$ cat config.mk
export PLATFORM = sky130hd
export DESIGN_NAME = add_seq_ctrl
export DESIGN_NICKNAME = d
export VERILOG_FILES = /design/src/rtl/add_seq_ctrl.sv
export SDC_FILE = /design/constraint.sdc
export NUM_CORES = 1
export LEC_CHECK = 0
export ABC_AREA = 1
export CORE_ASPECT_RATIO = 1.4
export CORE_MARGIN = 1.5
export CORE_UTILIZATION = 25
export CTS_CLUSTER_DIAMETER = 60
export CTS_CLUSTER_SIZE = 12
export DETAILED_ROUTE_END_ITERATION = 8
export PLACE_DENSITY = 0.47
export SYNTH_ARGS = -nofsm -noshare
export SYNTH_HDL_FRONTEND = slang
export SYNTH_SLANG_ARGS = --single-unit
export TNS_END_PERCENT = 50
$ cat constraint.sdc
create_clock -name clk -period 3.87 [get_ports clk]
set_input_delay 0.5805 -clock clk [delete_from_list [all_inputs] [get_ports clk]]
set_output_delay 0.5805 -clock clk [all_outputs]
set_load 0.05 [all_outputs]
$ cat src/rtl/add_seq_ctrl.sv
// add_seq_ctrl: W-bit add/subtract computed one N-bit ripple slice per cycle with a registered carry
module add_seq_ctrl #(
  parameter int N = 4,
  parameter int W = 16
) (
  input  logic         clk,
  input  logic         rst,
  input  logic         in_valid,
  output logic         in_ready,
  input  logic [W-1:0] a,
  input  logic [W-1:0] b,
  input  logic         sub,
  output logic         out_valid,
  input  logic         out_ready,
  output logic [W-1:0] s,
  output logic         ovf,
  output logic         busy
);
  localparam int K  = W / N;
  localparam int IW = (K > 1) ? $clog2(K) : 1;
  typedef enum logic [1:0] {IDLE, RUN, DONE} state_t;
  state_t         state_q, state_d;
  logic [IW-1:0]  idx_q, idx_d;
  logic           carry_q, carry_d;
  logic [W-1:0]   a_q, a_d, b_q, b_d, s_q, s_d;
  logic           ovf_q, ovf_d;
  logic           live_q, live_d;
  logic [N-1:0]   sa, sb, ssum;
  logic           cr;
  generate
    if (W % N != 0) begin : g_bad_width
      $error("add_seq_ctrl: W must be a multiple of N");
    end
  endgenerate
  assign in_ready  = live_q && state_q == IDLE;
  assign out_valid = state_q == DONE;
  assign busy      = state_q != IDLE;
  assign s         = s_q;
  assign ovf       = ovf_q;
  // one N-bit ripple slice selected by idx, fed by the registered carry
  always_comb begin
    sa = a_q[idx_q*N +: N];
    sb = b_q[idx_q*N +: N];
    ssum = '0;
    cr = carry_q;
    for (int i = 0; i < N; i++) begin
      ssum[i] = (sa[i] ^ sb[i]) ^ cr;
      cr = (sa[i] & sb[i]) | ((sa[i] ^ sb[i]) & cr);
    end
  end
  // sequencing: accept in IDLE, one slice per RUN edge, hold result in DONE until taken
  always_comb begin
    state_d = state_q;
    idx_d   = idx_q;
    carry_d = carry_q;
    a_d     = a_q;
    b_d     = b_q;
    s_d     = s_q;
    ovf_d   = ovf_q;
    live_d  = 1'b1;
    case (state_q)
      IDLE: if (in_ready && in_valid) begin
        a_d     = a;
        b_d     = sub ? ~b : b;
        carry_d = sub;
        idx_d   = '0;
        s_d     = '0;
        state_d = RUN;
      end
      RUN: begin
        s_d[idx_q*N +: N] = ssum;
        carry_d = cr;
        idx_d   = idx_q + 1'b1;
        if (idx_q == IW'(K - 1)) begin
          ovf_d   = cr;
          state_d = DONE;
        end
      end
      DONE: state_d = out_ready ? IDLE : DONE;
      default: state_d = IDLE;
    endcase
  end
  // state and datapath registers, cleared asynchronously
  always_ff @(posedge clk or posedge rst) begin
    if (rst) begin
      state_q <= IDLE;
      idx_q   <= '0;
      carry_q <= 1'b0;
      a_q     <= '0;
      b_q     <= '0;
      s_q     <= '0;
      ovf_q   <= 1'b0;
      live_q  <= 1'b0;
    end else begin
      state_q <= state_d;
      idx_q   <= idx_d;
      carry_q <= carry_d;
      a_q     <= a_d;
      b_q     <= b_d;
      s_q     <= s_d;
      ovf_q   <= ovf_d;
      live_q  <= live_d;
    end
  end
endmodule

==> results of run 1 <==
==> cells in the final DEF (no fill, tap or decap) <==
cell type | synthesis | final
conb_1 | 1 | 1
nand2_2 | 4 | 4
o21ai_1 | 11 | 11
nor3_1 | 4 | 4
clkdlybuf4s50_1 | 0 | 56
a21oi_1 | 4 | 4
clkbuf_16 | 0 | 5
o21ai_0 | 41 | 41
dfrtp_1 | 55 | 55
nand3_1 | 16 | 16
nor2_1 | 24 | 24
nand3_2 | 1 | 1
buf_4 | 3 | 4
clkbuf_8 | 0 | 1
o22ai_1 | 5 | 5
o22a_1 | 2 | 2
clkinv_1 | 1 | 1
fa_1 | 4 | 4
inv_2 | 0 | 1
xnor2_1 | 16 | 16
o31ai_1 | 1 | 1
clkinv_2 | 1 | 2
nand4_1 | 1 | 1
inv_1 | 29 | 28
ha_1 | 4 | 4
nor2_2 | 3 | 3
nand2_1 | 69 | 69
==> kinds of logic (layout without fill, tap and decap cells) <==
logic type / count (synthesis) / count (layout) / synth area share
AO/OA/AOI/OAI: 64 / 64 / 0.1247
other: 1 / 1 / 0.001389
flip-flops: 55 / 55 / 0.5100
buffers and inverters: 46 / 98 / 0.07510
adder cells (fa/ha/maj): 8 / 8 / 0.04822
XOR/XNOR: 16 / 16 / 0.05192
AND/OR/NAND/NOR: 122 / 122 / 0.1887
==> registers in the layout (all words and copies together), names as in the netlist <==
| signal | count |
|---|---|
| state_q | 2 |
| b_q | 16 |
| ovf | 1 |
| a_q | 16 |
| s | 16 |
| carry_q | 1 |
| idx_q | 2 |
| live_q | 1 |
==> worst max-delay path, delay by kind of cell, from the launching register on <==
kind                     cells  cell delay (ns)
buffers and inverters        3             0.47
flip-flops                   1             0.54
AND/OR/NAND/NOR              4             0.35
adder cells (fa/ha/maj)      4             1.22
AO/OA/AOI/OAI                2             0.29
==> final cells by class <==
| cell class | count | area (µm²) | share of cell area |
|---|---|---|---|
| clock buffers | 6 | 138.9 | 0.03945 |
| multi-input cells | 211 | 1120 | 0.3181 |
| inverters | 31 | 117.6 | 0.03340 |
| repair buffers | 60 | 590.6 | 0.1677 |
| well taps | 138 | 172.7 | 0.04904 |
| flip-flops and latches | 55 | 1376 | 0.3909 |
| clock inverters | 1 | 5.005 | 0.001421 |
==> report_power, final <==
part	internal (mW)	switching [mW]	leakage, nW
logic	0.567	1.04	0.854
registers	0.823	0.169	0.703
clock network	0.253	0.197	0.0727
==> per-layer routing <==
metal  track usage  vias to the layer above
li1              -                     1099
met1        0.1432                      977
met2        0.2136                       51
met3       0.02476                       11
met4       0.06342                        0
met5             0                        -
==> metrics by stage <==
| stage | hold WS, ns | instances |
|---|---|---|
| 6_report | 0.4748 | 502 |
| 2_1_floorplan | 0.4478 | 312 |
| 4_1_cts | 0.4817 | 502 |
| 3_3_place_gp | 0.4617 | 495 |
| 3_5_place_dp | 0.4644 | 495 |
| 5_1_grt | 0.5123 | 502 |
==> final timing paths <==
kind | startpoint | to | cells past startpoint
min in group asynchronous | rst | a_q[15] | 2
min reg2reg | s[6] | s[6] | 2
max | idx_q[1] | s[7] | 13
max in group asynchronous | rst | b_q[0] | 3
min | s[6] | s[6] | 2
max reg2reg | idx_q[1] | s[7] | 13
==> impl_metrics.yaml, run 1 <==
place:
  postPlaceCellArea_um2: 3377
  dp_slack_ns: 0.9264
  numPortBuffers: 56
  gp_congestion: 0.7653
  dp.final_hpwl_um: 4971
sta:
  fin_crit_sh: 0.7550
  fin_crit_ns: 2.922
  finalSetupViolations: 0
  rsz0062_at_grt: "no"
  max_slew_margin: 0.3682
  worst_slew_pin_slew_ns: 0.9447
  fin_skew_ns: 0.007122
  fmax_mhz: 342.3
  setup-tns-final_ns: 0
  hold_viol_final: 0
  finalWorstSetupSlack_ns: 0.9482
  final_max_slew_viol_count: 0
clock_tree:
  numCtsBuffers: 5
  clk_path_buf_depth: 2
  tritoncts: "built"
  cts_sinks: 55
  postCtsSetupBuffers: 0
  htreeDepth: 2
  path_clk_slew_ns: 0.07
  clockRootBuffer: "clkbuf_16"
  post_cts_resized: 0
  clk_latency_ns: 0.29
  ctsHoldBuffers: 0
synthesis:
  synth_commonest_cells: "69 x nand2_1, 55 x dfrtp_1, 41 x o21ai_0"
  syn_nets: 357
  synth_area_per_cell_um2: 8.650
  yosysTopAreaCellShare: 0.5100
  synth_warnings: 0
  synthTopCellsByArea: "dfrtp_1 51%, nand2_1 9.6%, o21ai_0 7.6%, xnor2_1 5.2%, inv_1 4.0%"
  synth-seq-cells: 55
  ys_async_sr_fraction: 1.000
  syn-cell-area_um2: 2699
  yosysUniqueCellTypes: 27
  synth_ff_type: "dfrtp_1"
  synth_top_area_cell: "dfrtp_1"
  synth-edff-count: 0
  ys_seq_area_frac: 0.5100
  syn_inst: 312
  synth_most_common_cell: "nand2_1"
status:
  outcome: "completed"
critical_path:
  cp.required_ns: 4.11
  worstSetupPathType: "register to register"
  reg2reg_slack_ns: 0.95
  cpMostUsedCell: "fa_1"
  cp-start-kind: "register"
  critPathCaptureType: "register"
  arrival_ns: 3.16
  critical_path.max_fanout: 11
  path_cells: "clkinv_1 -> o21ai_0 -> o22ai_1 -> fa_1 -> inv_1 -> fa_1 -> fa_1 -> inv_1 -> fa_1 -> nand2_1 -> nor2_1 -> nand2_1 -> nand2_1"
  crit_slowest_cell: "dfrtp_1"
  critPathMaxStageDelay_ns: 0.54
route:
  drcViolationCount: 0
  antenna_left: 0
  wl_met2_um: 3358
  wl_um: 6508
  firstDrtPassIters: 4
  wl_met1_um: 2758
  first_iter_violations: 114
  wl_per_cell_um: 12.96
  wl_met3_um: 217
  routed_via_density: 4.259
  vias: 2138
  top_layer_used: "met4"
power:
  p_leak_nw: 1.629
  power_density_nw_per_um2: 866.1
  p_total_mw: 3.049
  ir_worst_vdd_mv: 0.2523
die:
  fp.dieH_um: 125.9
  fp.dieW_um: 90.81
  ios: 57
  num_rows: 44
  initial_core_util: 0.2580
  core_area_um2: 10460
  die-area_um2: 11440
global_routing:
  grt_first_pass_wirelength_um: 11080
  grt_pass1_vias: 2232
  grt_max_degree: 52
  antenna_found_initial: 0
  grt_util_all_layers: 0.1233
  grt_overflow: 0
finish:
  diodes: 0
  postLayoutCoreUtil: 0.3366
  syn2layout_area_growth_pct: 30.46
  fillers: 1120
  design_area_um2: 3521
  nets: 409
  layout-drive-gt1-share: 0.05769
run:
  drv_cap: 0
hold_path:
  worst_hold_path_type: "register to register"
Note: power is estimated with default switching activity, not from simulation.
==> inputs of run 2 (changes only) <==
--- a/config.mk
+++ b/config.mk
@@ -12,7 +12,7 @@
 export CTS_CLUSTER_DIAMETER = 60
 export CTS_CLUSTER_SIZE = 12
 export DETAILED_ROUTE_END_ITERATION = 8
-export PLACE_DENSITY = 0.47
+export PLACE_DENSITY = 0.49
 export SYNTH_ARGS = -nofsm -noshare
 export SYNTH_HDL_FRONTEND = slang
 export SYNTH_SLANG_ARGS = --single-unit
==> constraint.sdc (replaced) <==
create_clock -name clk -period 2.4 [get_ports clk]
set_input_delay 0.36 -clock clk [delete_from_list [all_inputs] [get_ports clk]]
set_output_delay 0.36 -clock clk [all_outputs]
set_load 0.05 [all_outputs]
==> run 2 against run 1 <==
The run now ends with setup timing left. Routed wire length shrank 3.2%. Design area increased by 4.8%. Sequential power increased by 61%. Worst setup slack got worse by 1.2 ns. Hold slack worse by 0.12 ns. Clock skew is 0.0034 ns lower. Sequential share of layout area down 1.8 points. Clock power rose by 50%. Critical endpoint unchanged. Global-route usage fell by 0.25 points. Die area unchanged. Fmax is 11% higher. Via count grew 3.5%.
==> impl_metrics.yaml, run 2 (synthesis results as in run 1) <==
clock_tree:
  tritoncts: "built"
  cts_sinks: 55
  clockRootBuffer: "clkbuf_16"
  clk_latency_ns: 0.29
  clk_path_buf_depth: 2
  path_clk_slew_ns: 0.07
  htreeDepth: 2
  numCtsBuffers: 5
place:
  numPortBuffers: 56
  place_inst: 508
  dp.final_hpwl_um: 4888
  gp_congestion: 0.8224
  postPlaceCellArea_um2: 3503
route:
  first_iter_violations: 119
  wl_per_cell_um: 12.21
  wl_um: 6301
  antenna_left: 0
  routed_via_density: 4.289
  firstDrtPassIters: 4
  drcViolationCount: 0
  vias: 2213
power:
  power_density_nw_per_um2: 1432
  ir_worst_vdd_mv: 0.4184
  switchingPower_mw: 2.340
  intPower_mw: 2.944
  seq_power_share: 0.304
  power_switching_share: 0.4428
  p_total_mw: 5.284
  p_leak_nw: 1.702
  combinationalPowerShare: 0.568
  clockPowerShare: 0.128
global_routing:
  grt_first_pass_wirelength_um: 10980
  grt_overflow: 0
  grt_pass1_vias: 2296
  grt_util_all_layers: 0.1208
  antenna_found_initial: 0
  grt_max_degree: 59
die:
  initial_core_util: 0.2580
  die-area_um2: 11440
  fp.dieH_um: 125.9
  fp.dieW_um: 90.81
  num_rows: 44
  core_area_um2: 10460
  ios: 57
critical_path:
  r2r-start: "idx_q[0]"
  cp.required_ns: 2.59
  arrival_ns: 2.82
  cp-startpoint: "idx_q[0]"
  worstSetupPathType: "register to register"
  ff2ff_path_depth: 13
  cp-start-kind: "register"
  critical_path.max_fanout: 6
  critPathCaptureType: "register"
sta:
  setup-tns-final_ns: -0.9448
  max_slew_margin: 0.6596
  hold_viol_final: 0
  fmax_mhz: 379.7
  finalWorstSetupSlack_ns: -0.2337
  finalSetupViolations: 6
  fin_crit_ns: 2.634
  fin_skew_ns: 0.003714
  fin_crit_sh: 1.097
  final_max_slew_viol_count: 0
  worst_slew_pin_slew_ns: 0.5090
  rsz0062_at_grt: "yes"
finish:
  design_area_um2: 3691
  fillers: 1127
  nets: 424
  layoutNonFillerInstCount: 516
  layout-drive-gt1-share: 0.1429
  syn2layout_area_growth_pct: 36.76
  postLayoutCoreUtil: 0.3529
  layout_commonest_cell: "nand2_1"
  mostFrequentLayoutCells: "67 x nand2_1, 55 x clkdlybuf4s50_1, 54 x dfrtp_1"
  diodes: 0
status:
  outcome: "finished, violations left"
  violations: "setup timing"
run:
  drv_cap: 0
hold_path:
  worst_hold_path_type: "primary input to async pin"
==> run 2: final cells by class <==
cell class / instances / area (µm²) / area share
clock buffers: 6 / 128.9 / 0.03492
inverters: 31 / 122.6 / 0.03322
multi-input cells: 211 / 1172 / 0.3176
flip-flops and latches: 55 / 1378 / 0.3732
well taps: 138 / 172.7 / 0.04678
repair buffers: 75 / 716.9 / 0.1942
==> run 2: what timing repair did <==
item / CTS / global route
pin swaps: 4 / 3
setup endpoints to repair: 9 / 12
endpoints found under the hold margin: 0 / 0
cloned: 0 / 0
setup buffers: 2 / 1
resized for setup: 5 / 11
hold buffers: 0 / 0
==> run 2: power groups by stage <==
stage	logic, mW	registers [mW]	clock network, mW
final	3.00	1.60	0.675
after global routing	3.36	1.66	0.737
after CTS	2.88	1.61	0.698
after detailed placement	2.81	1.62	0
after global placement	2.79	1.62	0
after floorplan	1.61	1.89	0
==> run 2: metal layers <==
metal	vias up	routed length, µm	GRT usage
li1	1126	-	-
met3	8	168	0.01932
met1	1038	2700	0.1388
met5	-	0	0
met2	41	3288	0.2185
met4	0	144	0.05423
==> run 2: critical path, stage by stage, from the launching register on <==
cell	delay (ns)
dfrtp_2	0.46
clkinv_4	0.10
nor2_2	0.04
o22ai_2	0.18
fa_2	0.23
inv_2	0.04
fa_2	0.36
fa_2	0.36
inv_2	0.06
fa_1	0.44
nand2_2	0.11
nor2_4	0.05
nand2_1	0.06
nand2_1	0.05
==> run 2: final timing paths <==
kind / end / slack (ns)
max: s[7] / -0.23
min: a_q[10] / 0.35
max reg2reg: s[7] / -0.23
min reg2reg: s[6] / 0.47
max in group asynchronous: idx_q[0] / 1.53
min in group clk: s[6] / 0.47
==> run 2: per-stage QoR <==
| stage | hold WS [ns] | worst slack (ns) |
|---|---|---|
| after floorplan | 0.4478 | -0.3005 |
| after global placement | 0.4625 | -0.2517 |
| after detailed placement | 0.4615 | -0.3452 |
| after CTS | 0.3569 | -0.2299 |
| after global routing | 0.3880 | -0.3527 |
| final | 0.3504 | -0.2337 |
